===== src/rtl/vc_fifo_bank.sv =====
// vc_fifo_bank: four independent circular FIFOs (virtual channels) sharing
// one push port and one registered pop port.
// Optional feature: define VC_ALMOST_FULL_EN to drive the almost_full_vchannel*
// flags from an occupancy threshold. When it is undefined they are tied low.
module vc_fifo_bank #(
    parameter int DATA_WIDTH = 6,
    parameter int DEPTH      = 4,
    parameter int AF_THRESH  = 3
) (
    input  logic                  clk,
    input  logic                  rst,
    input  logic                  enb,
    input  logic                  push,
    input  logic [1:0]            push_vc,
    input  logic [DATA_WIDTH-1:0] data_in,
    input  logic                  pop,
    input  logic [1:0]            pop_vc,
    output logic [DATA_WIDTH-1:0] data_out,
    output logic                  valid_out,
    output logic                  empty_vchannel0,
    output logic                  empty_vchannel1,
    output logic                  empty_vchannel2,
    output logic                  empty_vchannel3,
    output logic                  full_vchannel0,
    output logic                  full_vchannel1,
    output logic                  full_vchannel2,
    output logic                  full_vchannel3,
    output logic                  almost_full_vchannel0,
    output logic                  almost_full_vchannel1,
    output logic                  almost_full_vchannel2,
    output logic                  almost_full_vchannel3,
    output logic                  overflow_err,
    output logic                  underflow_err
);
    localparam int NVC = 4;
    localparam int PW  = $clog2(DEPTH);
    localparam int CW  = PW + 1;

    // Parameter sanity: pointer wrap relies on DEPTH being a power of two.
    if (DEPTH < 2 || (DEPTH & (DEPTH - 1)) != 0) begin : g_bad_depth
        $error("vc_fifo_bank: DEPTH must be a power of two >= 2");
    end
    if (AF_THRESH < 1 || AF_THRESH > DEPTH) begin : g_bad_af
        $error("vc_fifo_bank: AF_THRESH must be in 1..DEPTH");
    end

    logic [NVC-1:0][PW-1:0] wr_ptr;
    logic [NVC-1:0][PW-1:0] rd_ptr;
    logic [NVC-1:0][CW-1:0] occ;
    logic [DATA_WIDTH-1:0]  mem [NVC][DEPTH];

    logic [NVC-1:0] empty, full, af;
    logic [NVC-1:0] push_sel, push_ok, pop_ok;

    for (genvar v = 0; v < NVC; v++) begin : g_vc
        assign empty[v]    = (occ[v] == '0);
        assign full[v]     = (occ[v] == CW'(DEPTH));
        assign push_sel[v] = enb & push & (push_vc == 2'(v));
        // A pop only succeeds on a non-empty channel; there is no bypass of
        // a same-cycle push into an empty channel.
        assign pop_ok[v]   = enb & pop & (pop_vc == 2'(v)) & ~empty[v];
        // A full channel still takes a push when it is popped in the same cycle.
        assign push_ok[v]  = push_sel[v] & (~full[v] | pop_ok[v]);

`ifdef VC_ALMOST_FULL_EN
        assign af[v] = ({{(32-CW){1'b0}}, occ[v]} >= AF_THRESH);
`else
        assign af[v] = 1'b0;
`endif

        // Per-channel pointer and occupancy bookkeeping.
        always_ff @(posedge clk) begin
            if (rst) begin
                wr_ptr[v] <= '0;
                rd_ptr[v] <= '0;
                occ[v]    <= '0;
            end else begin
                if (push_ok[v]) wr_ptr[v] <= wr_ptr[v] + 1'b1;
                if (pop_ok[v])  rd_ptr[v] <= rd_ptr[v] + 1'b1;
                case ({push_ok[v], pop_ok[v]})
                    2'b10:   occ[v] <= occ[v] + 1'b1;
                    2'b01:   occ[v] <= occ[v] - 1'b1;
                    default: occ[v] <= occ[v];
                endcase
            end
        end
    end

    // Storage write; no reset needed since pointers gate every read.
    always_ff @(posedge clk) begin
        if (push_ok[push_vc]) mem[push_vc][wr_ptr[push_vc]] <= data_in;
    end

    // Registered read port: one valid pulse per accepted pop, data held otherwise.
    always_ff @(posedge clk) begin
        if (rst) begin
            valid_out <= 1'b0;
            data_out  <= '0;
        end else begin
            valid_out <= |pop_ok;
            if (|pop_ok) data_out <= mem[pop_vc][rd_ptr[pop_vc]];
        end
    end

    // Sticky error flags, cleared only by reset.
    always_ff @(posedge clk) begin
        if (rst) begin
            overflow_err  <= 1'b0;
            underflow_err <= 1'b0;
        end else begin
            if (enb && push && full[push_vc] && !pop_ok[push_vc]) overflow_err <= 1'b1;
            if (enb && pop && empty[pop_vc]) underflow_err <= 1'b1;
        end
    end

    assign empty_vchannel0       = empty[0];
    assign empty_vchannel1       = empty[1];
    assign empty_vchannel2       = empty[2];
    assign empty_vchannel3       = empty[3];
    assign full_vchannel0        = full[0];
    assign full_vchannel1        = full[1];
    assign full_vchannel2        = full[2];
    assign full_vchannel3        = full[3];
    assign almost_full_vchannel0 = af[0];
    assign almost_full_vchannel1 = af[1];
    assign almost_full_vchannel2 = af[2];
    assign almost_full_vchannel3 = af[3];
endmodule

===== config.mk =====
export PLATFORM = sky130hd
export DESIGN_NAME = vc_fifo_bank
export DESIGN_NICKNAME = d
export VERILOG_FILES = /design/src/rtl/vc_fifo_bank.sv
export SDC_FILE = /design/constraint.sdc
export NUM_CORES = 1
export LEC_CHECK = 0
export CORE_MARGIN = 3
export CORE_UTILIZATION = 31
export CTS_BUF_LIST = sky130_fd_sc_hd__clkbuf_16
export DETAILED_ROUTE_END_ITERATION = 16
export DONT_BUFFER_PORTS = 1
export SKIP_LAST_GASP = 1
export SYNTH_ARGS = -nofsm -noshare
export SYNTH_HDL_FRONTEND = slang
export SYNTH_SLANG_ARGS = --single-unit
export TNS_END_PERCENT = 30

===== constraint.sdc =====
create_clock -name clk -period 2.65 [get_ports clk]
set_input_delay 0.265 -clock clk [delete_from_list [all_inputs] [get_ports clk]]
set_output_delay 0.265 -clock clk [all_outputs]
set_load 0.005 [all_outputs]

# After elaboration in Yosys (flattened, before gate mapping)
# Memories as Yosys holds them, arrays and structs flattened.
# Cells that the tools add are included.
dict set report classes {
  add_sub_neg 16
  order_cmp 5
  eq_ne 18
  muxes 23
  n_bitwise 32
  n_reduce_logical 18
}
# op count
set op_table {}
lappend op_table {{two-way mux 24 bit} 1}
lappend op_table {{case mux 3 bit (2 select lines)} 4}
lappend op_table {{bitwise AND 1 bit} 18}
lappend op_table {{two-way mux 6 bit} 3}
lappend op_table {{adder 2 x 1 -> 2 bit, second input constant} 8}
lappend op_table {{== test 2 bit, second input constant} 8}
lappend op_table {{adder 3 x 1 -> 3 bit, second input constant} 4}
lappend op_table {{binary-select mux 6 bit (select 2 bit)} 1}
lappend op_table {{demux 6 bit (select 2 bit)} 1}
lappend op_table {{== test 2 x 1 -> 1 bit, second input constant} 6}
lappend op_table {{== test 3 bit, second input constant} 4}
lappend op_table {{logical NOT 3 bit} 4}
lappend op_table {{subtractor 3 x 1 -> 3 bit, second input constant} 4}
lappend op_table {{binary-select mux 1 bit (select 2 bit)} 4}
lappend op_table {{binary-select mux 2 bit (select 2 bit)} 2}
lappend op_table {{inverter 1 bit} 8}
lappend op_table {{nonzero test 2 bit} 4}
lappend op_table {{>= comparator 3 bit, second input constant} 2}
lappend op_table {{logical AND 1 bit} 6}
lappend op_table {{< comparator 2 x 3 -> 1 bit, second input constant} 2}
lappend op_table {{inverter 2 -> 3 bit} 2}
lappend op_table {{two-way mux 1 bit} 5}
lappend op_table {{logical NOT 2 bit} 2}
lappend op_table {{two-way mux 2 bit} 2}
lappend op_table {{4 further kinds} 7}
dict set report word_totals {
  ff_bits 37
  ram_bits 96
  inputBits 15
  output_inout_bits 21
  wordCells 129
  mem_count 1
}
# name words word_bits rd rd_clocked_by_memory_dff wr line_no
set memory_table {}
lappend memory_table {mem 4 24 1 0 1 50} ;# logic [DATA_WIDTH-1:0] mem [NVC][DEPTH];

# Depth between registers and ports, before layout
# Gate-level depths: netlist of run 1.
dict set report logic_depth {
  word_depth 9
  depth_mapped 11
  ltp_nobuf 10
}

# Worst setup path before layout of run 1
# No wires, ideal clock.
dict set report synth_timing {
  path_kind {flip-flop to flip-flop}
  start {reg occ[3] (netlist name)}
  end {reg occ[5] (netlist name)}
  setup_ns 0.070
  arrival_time_ns 2.180
  required_time_ns 2.580
  slack_ns 0.400
  stages_incl_launch_ff 11
  n_path_buf 0
  period_less_slack_ns 2.250
  path_cell_list {dfxtp_1 > nor3b_1 > a21oi_1 > and2_1 > inv_1 > ha_1 > inv_1 > fa_1 > xor2_1 > or3_1 > a21oi_1}
}
dict set report synth_between {
  word_cells_on_any_way 13
  classes_between {add/sub: 2; eq/ne: 3; mux: 1; bitwise: 5; reduce/logical: 2}
}
# item line_no
set synth_lines {}
lappend synth_lines {{start: declaration} 49} ;# logic [NVC-1:0][CW-1:0] occ;
lappend synth_lines {{start signal: indexed assignment} 81} ;# 2'b10: occ[v] <= occ[v] + 1'b1;
lappend synth_lines {{start signal: indexed assignment} 82} ;# 2'b01: occ[v] <= occ[v] - 1'b1;
lappend synth_lines {{start signal: indexed assignment} 83} ;# default: occ[v] <= occ[v];
lappend synth_lines {{== test 3 bit *} 57} ;# assign full[v] = (occ[v] == CW'(DEPTH));
lappend synth_lines {{named net full_vchannel1} 25} ;# output logic full_vchannel1,
lappend synth_lines {{inverter 1 bit *} 63} ;# assign push_ok[v] = push_sel[v] & (~full[v] | pop_ok[v]);
lappend synth_lines {{OR 1 bit *} 63}
lappend synth_lines {{bitwise AND 1 bit *} 63}
lappend synth_lines {{== test 2 x 1 -> 1 bit / == test 2 bit (equally long branches)} 80} ;# case ({push_ok[v], pop_ok[v]})
lappend synth_lines {{case mux 3 bit (2 select lines) / nonzero test 2 bit (equally long branches)} n/a}
# The timed path passes the listed nets; every way through them passes the cells marked *.
# A chain may end at the register's enable or synchronous reset.

# Final worst setup path of run 1
dict set report layout_timing {
  start {reg occ[8] (netlist name)}
  end {reg occ[8] (netlist name)}
}
dict set report layout_between {
  elab_chain_cells 7
  word_cells_on_any_way 13
  classes_between {add/sub: 2; eq/ne: 3; mux: 1; bitwise: 5; reduce/logical: 2}
}
# item line_no
set layout_rtl {}
lappend layout_rtl {{logical NOT 3 bit} 56} ;# assign empty[v] = (occ[v] == '0);
lappend layout_rtl {{inverter 1 bit} 61} ;# assign pop_ok[v] = enb & pop & (pop_vc == 2'(v)) & ~empty[v];
lappend layout_rtl {{bitwise AND 1 bit} 61}
lappend layout_rtl {{OR 1 bit} 63}
lappend layout_rtl {{bitwise AND 1 bit} 63}
lappend layout_rtl {{== test 2 x 1 -> 1 bit / == test 2 bit (equally long branches)} 80}
lappend layout_rtl {{case mux 3 bit (2 select lines) / nonzero test 2 bit (equally long branches)} n/a}
# Parallel ways exist; a longest one is shown, timed or not.

==> results of run 1 <==
[where the power goes]
part	switching, mW	internal (mW)
clock	0.884	1.39
combinational	0.116	0.0931
sequential	0.0119	2.25
[cell usage in the layout, fill, tap and decap left out, types with 12 or more instances in the layout]
cell type   n
edfxtp_1   96
dfxtp_1    37
nor2_1     34
buf_4      26
mux4_2     25
a21oi_1    17
clkbuf_16  17
inv_1      16
xor2_1     13
mux2i_1    12
[worst paths after layout]
path,from,endpoint,slack (ns)
setup / recovery,occ[8],occ[8],0.16
hold / removal,pop,underflow_err,0.02
setup reg to reg,occ[8],occ[8],0.16
hold reg to reg,overflow_err,overflow_err,0.48
[final cells by class]
| class | count | area [um2] |
|---|---|---|
| clock inverters | 15 | 155 |
| flip-flops and latches | 133 | 3620 |
| multi-input cells | 212 | 1960 |
| repair buffers | 34 | 285 |
| inverters | 16 | 60.1 |
| clock buffers | 17 | 425 |
| fillers | 1673 | 11300 |
| well taps | 229 | 287 |
[per-layer routing]
layer	global-route usage, %	up-vias	routed length [um]
met5	0	-	0
met4	5.45	0	297
met3	4.03	21	604
met2	20.1	71	5870
met1	15.1	1619	5130
li1	-	1512	-
[through the flow]
step | utilization, % | hold slack, ns | cells
6_report | 37.6 | 0.0204 | 656
5_1_grt | 37.6 | 0.0240 | 656
4_1_cts | 37.5 | 0.00326 | 656
3_5_place_dp | 33.8 | 0.348 | 616
3_3_place_gp | 33.8 | 0.345 | 616
2_1_floorplan | - | 0.364 | 380
[worst register-to-register path: cells and delay by family, from the launching register on]
family	cells	cell delay, ns
XOR/XNOR	1	0.16
AND/OR/NAND/NOR	3	0.89
buffers and inverters	2	0.14
adder cells (fa/ha/maj)	2	0.54
AO/OA/AOI/OAI	2	0.33
flip-flops	1	0.36
[logic make-up (layout without fill, tap and decap cells)]
| logic type | after synthesis | in the layout |
|---|---|---|
| fa+ha+maj | 8 | 8 |
| xor+xnor | 20 | 20 |
| other cells | 1 | 4 |
| compound gates | 46 | 46 |
| buf+inv | 35 | 82 |
| mux | 41 | 41 |
| flops | 133 | 133 |
| simple gates | 93 | 93 |
[sequential cells by signal, indices dropped and copies added (netlist names)]
name,cells
mem,96
occ,12
rd_ptr,8
wr_ptr,8
data_out,6
overflow_err,1
underflow_err,1
valid_out,1
[timing repair]
action                                 CTS  global route
buffers inserted                         0             0
setup endpoints to repair                0             2
gates resized for setup                  0             1
endpoints found under the hold margin  127             0
hold buffers                             8             0
==> qor.yml, run 1 <==
critical_path:
  crit_fanout: 4
  path_buf_inv: 2
  crit_cells: 10
  startpoint_type: "flip-flop"
  worstPathCellList: "nor3b_1 > a21oi_1 > and2_1 > inv_1 > ha_1 > inv_1 > fa_1 > xor2_1 > or3_1 > a21oi_1"
  slowest_delay_ns: 0.37
  cp_data_required_time_ns: 2.99
  critPathTopFamily: "simple AND/OR/NAND/NOR gates"
  critPathKind: "reg2reg"
  cp_slowest_cell: "nor3b_1"
  arrival_ns: 2.83
  critPathCaptureType: "flip-flop"
  worstRegToRegCells: 10
global_routing:
  grt_pass1_vias: 3357
  gr-total-overflow: 0
  grt_pass1_wl_mm: 18.9
  grt_max_degree: 32
  antenna_found_initial: 0
  track_usage_pct: 12.4
layout:
  drive_gt1_share_pct: 23.7
  area_growth_pct: 18.0
  fin_area_um2: 6790
  antennaDiodeCount: 0
  nNetsFinal: 437
worst_hold_path:
  hold_depth: 2
  min_path_type: "in2reg"
job:
  max_cap_viol_count: 0
clocking:
  cts.clk_slew.worst_paths_ns: 0.06
  cts_tree: "done"
  cts.path.max_buffers: 2
  cts.sinks: 133
  numCtsBuffers: 17
  htree_levels: 4
  clkLatencyLatePin_ns: 0.42
  cts_root_buf: "clkbuf_16"
yosys:
  synth_cell_types: 43
  netlist.area_leader.share_pct: 50.1
  synth.top_cells.by_count: "96 x edfxtp_1, 37 x dfxtp_1, 34 x nor2_1, 25 x mux4_2, 17 x a21oi_1"
  synth.mux.area_fraction_pct: 13.7
  async_flop_share_pct: 0
  synthFlopType: "edfxtp_1"
  ys_warn_count: 0
  synth_top_family_by_area: "multiplexers"
  netlist_area_um2: 5760
  yosys.area.top_type: "edfxtp_1"
  yosys-top-cells-area: "edfxtp_1 50%, dfxtp_1 13%, mux4_2 9.8%, nor2_1 2.2%, mux2i_1 2.1%"
  synth_fa_ha_area_share_pct: 2.26
  synth_simple_gate_area_share_pct: 9.70
  yosysSeqAreaShare_pct: 63.0
  synth_compound_area_share_pct: 4.93
  post_synth.cell_area_avg_um2: 15.3
  synth_most_common_cell: "edfxtp_1"
  synth_seq_cells: 133
  synth_edf_count: 96
  synthXorXnorAreaFrac_pct: 3.04
  netlist_instances: 377
route:
  drc: 0
  drt_iter0_markers: 266
  wire_per_inst_um: 18.1
  ant_nets: 0
  dr.pass1.iters: 4
  vias: 3223
  routed_via_density: 4.91
  wl_mm: 11.9
place:
  placed_cell_area_um2: 6120
  dp_hpwl_mm: 8.29
  gp_congestion: 0.769
  post-place-ws_ns: 0.172
  port_buffers: 0
timing:
  hold_viol: 0
  slew_headroom_pct: 55.9
  setup_ws_ns: 0.160
  rsz0062_at_grt: "true"
  drv_slew: 0
  tightestPinTransition_ns: 0.656
  timing.final.crit_share_pct: 93.9
  fmax_ghz: 0.402
  worst_clock_skew_ns: 0.00779
  fin_setup_tns_ns: 0
  min_period_ns: 2.49
  setup_violations: 0
die:
  placementRows: 49
  initial_utilization_pct: 31.8
  core_um2: 18100
  fp.dieW_um: 142
  die_y_um: 142
  io_pins: 36
  die_area_um2: 20200
power:
  p_leak_nw: 2.13
  power.density_nw_per_um2: 699
  total_power_mw: 4.75
  ir_drop_mv: 0.343
status:
  status: "finished, final reports clean"
(Power assumes the default switching activity.)
==> run 2, diff against run 1 <==
- ABC_AREA: unset -> 1
- CTS_BUF_LIST: sky130_fd_sc_hd__clkbuf_16 -> unset
- clock period: 2.65 -> 3 ns (I/O delays scaled with it)
==> run 2 against run 1 <==
Net effect: via count increased by 38%; flip-flop and latch count unchanged; clock power down 7%; cell area rose by 2.0%; global-route usage grew 1.4 points; worst setup slack gained 0.54 ns; fmax grew 8.2%; area after synthesis rose by 5.2%; first-iteration DRC count up 21%; largest cell class unchanged; largest power group is now clock.
==> qor.yml, run 2 <==
yosys:
  synthFlopType: "edfxtp_1"
  synth.top_cells.by_count: "154 x nand2_1, 104 x nand3_1, 96 x edfxtp_1, 80 x nor2_1, 59 x inv_1"
  synth_cell_types: 29
  synth_edf_count: 96
  synth_most_common_cell: "nand2_1"
  netlist_instances: 661
  yosys-top-cells-area: "edfxtp_1 48%, dfxtp_1 12%, nand2_1 9.5%, nand3_1 8.6%, nor2_1 5.0%"
  yosys.area.top_type: "edfxtp_1"
  ys_warn_count: 0
  yosysSeqAreaShare_pct: 59.8
  netlist.area_leader.share_pct: 47.6
  synth_seq_cells: 133
  post_synth.cell_area_avg_um2: 9.16
  netlist_area_um2: 6060
  async_flop_share_pct: 0
layout:
  drive_gt1_share_pct: 6.96
  layout_common_cells: "154 x nand2_1, 104 x nand3_1, 96 x edfxtp_1"
  area_growth_pct: 14.3
  antennaDiodeCount: 0
  final_common_cell: "nand2_1"
  largest_register_ffs: 96
  nNetsFinal: 685
  final_core_util_pct: 36.5
status:
  status: "finished, final reports clean"
timing:
  holdWs_ns: 0.0258
  timing.final.crit_share_pct: 76.7
  tightestPinTransition_ns: 0.834
  slew_headroom_pct: 44.2
  hold_viol: 0
  min_period_ns: 2.30
  setup_violations: 0
  fin_setup_tns_ns: 0
  rsz0062_at_grt: "false"
  worst_clock_skew_ns: 0.0100
  fmax_ghz: 0.435
  drv_slew: 0
route:
  drt_iter0_markers: 323
  wire_per_inst_um: 15.4
  ant_nets: 0
  vias: 4451
  routed_via_density: 4.76
  drc: 0
  wl_mm: 14.4
  dr.pass1.iters: 5
die:
  fp.dieW_um: 146
  initial_utilization_pct: 32.0
  core_um2: 19000
  placementRows: 50
  die_area_um2: 21300
  io_pins: 36
  die_y_um: 146
power:
  p_sw_share_pct: 22.5
  ir_drop_mv: 0.413
  p_switching_uw: 979
  p_comb_share_pct: 5.2
  internal-power_mw: 3.36
  clockPowerShare_pct: 48.7
  p_leak_nw: 2.65
  power.density_nw_per_um2: 627
  total_power_mw: 4.34
  p_seq_share_pct: 46.1
global_routing:
  gr-total-overflow: 0
  grt_pass1_vias: 4245
  grt_max_degree: 60
  grt_pass1_wl_mm: 23.0
  grt_use_met3_pct: 2.99
  grt_use_met1_pct: 18.2
  met2_usage_pct: 22.1
  busiest_layer: "met2"
  track_usage_pct: 13.8
  antenna_found_initial: 0
worst_hold_path:
  worstHoldStart: "rst"
  holdPathEnd: "data_out[0]"
  min_path_type: "in2reg"
  hold_depth: 3
critical_path:
  worstRegToRegCells: 11
  critPathKind: "reg2reg"
  arrival_ns: 2.60
  startpoint_type: "flip-flop"
  critPathCaptureType: "flip-flop"
  rrSetupSlack_ns: 0.70
  cp_data_required_time_ns: 3.30
  r2r-end: "occ[5]"
  crit_fanout: 4
  cp_slowest_cell: "nor3_1"
  worstPathCellList: "inv_1 > nor3_1 > nand2_1 > nand2_1 > ha_1 > inv_1 > fa_1 > a21oi_1 > o21ai_0 > o21ai_0 > a21oi_1"
  rr_startpoint: "occ[5]"
  crit_start: "occ[5]"
  slowest_delay_ns: 0.38
job:
  max_cap_viol_count: 0
clocking:
  cts_tree: "done"
  htree_levels: 4
  cts.path.max_buffers: 2
  numCtsBuffers: 17
  cts.sinks: 133
  clkLatencyLatePin_ns: 0.42
  cts_setup_buffers: 0
  cts.clk_slew.worst_paths_ns: 0.06
  cts_root_buf: "clkbuf_16"
place:
  gp_congestion: 0.794
  dp_hpwl_mm: 9.33
  port_buffers: 0
run 2: cell types whose count changed after synthesis, sizes merged, moves of 5 or more:
| cell | before | now |
|---|---|---|
| nand3 | 1 | 105 |
| buf | 13 | 26 |
| or3 | 6 | 0 |
| nor3 | 18 | 7 |
| xor2 | 13 | 1 |
| xnor2 | 7 | 0 |
| a2bb2oi | 5 | 0 |
| mux4 | 29 | 0 |
| mux2i | 12 | 0 |
| inv | 16 | 60 |
| nand2 | 9 | 158 |
| a21oi | 17 | 31 |
| o21ai | 10 | 33 |
| nor2 | 34 | 83 |
run 2: kinds of logic after synthesis:
family / synth area share (%)
AO/OA/AOI/OAI: 5.49
XOR/XNOR: 0.145
adder cells (fa/ha/maj): 2.15
buffers and inverters: 6.65
flip-flops: 59.8
other: 0.0619
AND/OR/NAND/NOR: 25.7
run 2: repair_timing:
action,CTS,global route
hold buffers,7,0
hold endpoints to repair,105,0
setup endpoints to repair,0,0
gates resized for setup,0,0
run 2: critical path: cells and delay by family (launching register included):
| kind | cells | cell delay, ns |
|---|---|---|
| AND/OR/NAND/NOR | 3 | 0.72 |
| flip-flops | 1 | 0.31 |
| AO/OA/AOI/OAI | 4 | 0.50 |
| buffers and inverters | 2 | 0.12 |
| adder cells (fa/ha/maj) | 2 | 0.53 |
run 2: final cells by class:
cell class | count | area (um2)
Fill cell | 1875 | 12000
Tap cell | 260 | 325
Clock buffer | 17 | 425
Timing Repair Buffer | 11 | 100
Sequential cell | 133 | 3620
Inverter | 60 | 225
Clock inverter | 15 | 181
Multi-Input combinational cell | 439 | 2040
run 2: through the flow:
| step | setup WS, ns | instances | instance area [um2] |
|---|---|---|---|
| after global placement | 0.621 | 896 | 6250 |
| after floorplan | 1.02 | 664 | 6070 |
| after detailed placement | 0.566 | 896 | 6250 |
| final | 0.699 | 935 | 6930 |
| after CTS | 0.683 | 935 | 6930 |
| after global routing | 0.517 | 935 | 6930 |
run 2: metal layers:
metal,up-vias,wire length (um)
met1,2110,6640
met2,119,6940
met5,-,0
met4,0,216
met3,16,626
li1,2206,-
run 2: worst max-delay path by stage:
stage                            end
final                         occ[5]
after global routing          occ[5]
after CTS                     occ[5]
after detailed placement  mem[0][15]
after global placement    mem[0][12]
after floorplan               occ[8]
run 2: power groups by stage:
| stage | clock (mW) | sequential (mW) | combinational (mW) |
|---|---|---|---|
| finish | 2.11 | 2.00 | 0.226 |
| detailed placement | 0 | 2.04 | 0.191 |
| floorplan | 0 | 2.04 | 0.172 |
| CTS | 2.14 | 2.00 | 0.227 |
| global placement | 0 | 2.04 | 0.192 |
| global route | 2.22 | 2.00 | 0.255 |
==> run 3, diff against run 2 <==
- clock period: 3 -> 2 ns (I/O delays scaled with it)
==> run 3 against run 2 <==
Net effect: flip-flop and latch count unchanged; count of clock-buffer cells in the layout is 5 higher; critical path depth is 1 lower; combinational power is 61% higher; largest cell class unchanged; largest power group unchanged; highest routed layer unchanged.
==> qor.yml, run 3 (synthesis gave the netlist of run 2 again) <==
worst_hold_path:
  worstHoldStart: "pop_vc[1]"
  holdPathEnd: "rd_ptr[4]"
  min_path_type: "in2reg"
  hold_depth: 3
power:
  p_leak_nw: 2.86
  p_sw_share_pct: 22.4
  power.density_nw_per_um2: 877
  p_comb_share_pct: 5.7
  ir_drop_mv: 0.595
  total_power_mw: 6.39
  p_seq_share_pct: 47.0
  p_switching_mw: 1.43
  clockPowerShare_pct: 47.3
  internal-power_mw: 4.96
route:
  wire_per_inst_um: 14.8
  dr.pass1.iters: 5
  ant_nets: 0
  drc: 0
  wl_mm: 14.5
  routed_via_density: 4.64
  vias: 4531
  drt_iter0_markers: 377
die:
  die_area_um2: 21300
  fp.dieW_um: 146
  core_um2: 19000
  initial_utilization_pct: 32.0
  die_y_um: 146
  io_pins: 36
  placementRows: 50
critical_path:
  critPathTopFamily: "adder cells"
  cp_slowest_cell: "fa_2"
  critPathKind: "reg2reg"
  rr_startpoint: "occ[5]"
  startpoint_type: "flip-flop"
  slowest_delay_ns: 0.53
  path_buf_inv: 2
  crit_fanout: 3
  worstPathCellList: "inv_1 > nor3_2 > nand2_1 > nand2_2 > ha_1 > inv_1 > fa_2 > nor2_1 > a21oi_1 > nor2_1"
  worstRegToRegCells: 10
  r2r-end: "occ[4]"
  critPathCaptureType: "flip-flop"
  cp_data_required_time_ns: 2.27
  rrSetupSlack_ns: 0.1
  arrival_ns: 2.18
clocking:
  cts_tree: "done"
  cts.clk_slew.worst_paths_ns: 0.06
  numCtsBuffers: 17
  htree_levels: 4
  clkLatencyLatePin_ns: 0.42
  cts.path.max_buffers: 2
  cts.sinks: 133
  cts_root_buf: "clkbuf_16"
layout:
  fin_area_um2: 7280
  layout_common_cells: "150 x nand2_1, 102 x nand3_1, 96 x edfxtp_1"
  multi_input_area_um2: 2110
  area_growth_pct: 20.2
  antennaDiodeCount: 0
  nNetsFinal: 726
  instances_no_fill: 976
  final_common_cell: "nand2_1"
  regArea_um2: 3630
  nFillCells: 1882
  largest_register_ffs: 96
  drive_gt1_share_pct: 15.4
job:
  max_cap_viol_count: 0
timing:
  timing.final.crit_share_pct: 95.2
  rsz0062_at_grt: "true"
  worst_clock_skew_ns: 0.0109
  setup_violations: 0
  fmax_ghz: 0.525
  slew_headroom_pct: 48.8
  hold_viol: 0
  min_period_ns: 1.90
  setup_ws_ns: 0.0967
  tightestPinTransition_ns: 0.765
  drv_slew: 0
global_routing:
  grt_pass1_vias: 4273
  grt_max_degree: 60
  gr-total-overflow: 0
  antenna_found_initial: 0
  track_usage_pct: 13.8
  grt_pass1_wl_mm: 23.2
place:
  placed_cell_area_um2: 6540
  dp_hpwl_mm: 9.29
  post-place-ws_ns: -0.0205
  dp_cells: 935
  port_buffers: 0
  gp_congestion: 0.798
status:
  status: "finished, final reports clean"
==> run 3: tightest hold or removal path: stages <==
cell and delay [ns]:
nand3_2 0.10, nor3_1 0.06, nor2_1 0.09
==> run 3: per-stage QoR <==
| stage | setup TNS [ns] | util, % | hold slack [ns] |
|---|---|---|---|
| 2_1_floorplan | 0 | - | 0.299 |
| 3_3_place_gp | -0.0174 | 34.5 | 0.274 |
| 3_5_place_dp | -0.0318 | 34.5 | 0.275 |
| 4_1_cts | -0.0181 | 38.0 | 0.0591 |
| 5_1_grt | -0.0276 | 38.4 | 0.138 |
| 6_report | 0 | 38.4 | 0.114 |
==> run 3: how the worst max path moves through the flow <==
stage | from | endpoint | slack (ns) | cells past startpoint
3_3_place_gp | occ[0] | occ[2] | -0.02 | 12
4_1_cts | occ[11] | occ[11] | -0.02 | 11
5_1_grt | occ[11] | occ[11] | -0.02 | 11
6_report | occ[5] | occ[4] | 0.1 | 10
2_1_floorplan | occ[6] | occ[8] | 0.02 | 10
3_5_place_dp | occ[0] | occ[2] | -0.02 | 12
==> run 3: timing repair <==
action,in CTS,in global routing
hold buffers,7,0
setup endpoints to repair,2,10
setup buffers,0,2
cloned,0,0
hold endpoints to repair,111,0
resized for setup,1,34
pin swaps,0,4
==> run 3: per-layer routing <==
| layer | track usage [%] | routed length [um] |
|---|---|---|
| met1 | 18.2 | 6490 |
| met2 | 22.7 | 7060 |
| met3 | 2.68 | 668 |
| met4 | 5.08 | 263 |
| met5 | 0 | 0 |
==> run 3: area by class of cell <==
type / instances / area share [%]
Timing Repair Buffer: 52 / 5.60
Inverter: 60 / 3.09
Clock buffer: 22 / 6.67
Multi-Input combinational cell: 439 / 29.0
Tap cell: 260 / 4.47
Clock inverter: 10 / 1.32
Sequential cell: 133 / 49.9
==> run 3: power groups by stage <==
stage | clock (mW) | sequential [mW] | combinational (mW)
floorplan | 0 | 3.06 | 0.258
global placement | 0 | 3.06 | 0.310
detailed placement | 0 | 3.06 | 0.310
CTS | 3.05 | 3.00 | 0.362
global route | 3.19 | 3.00 | 0.410
finish | 3.02 | 3.00 | 0.363
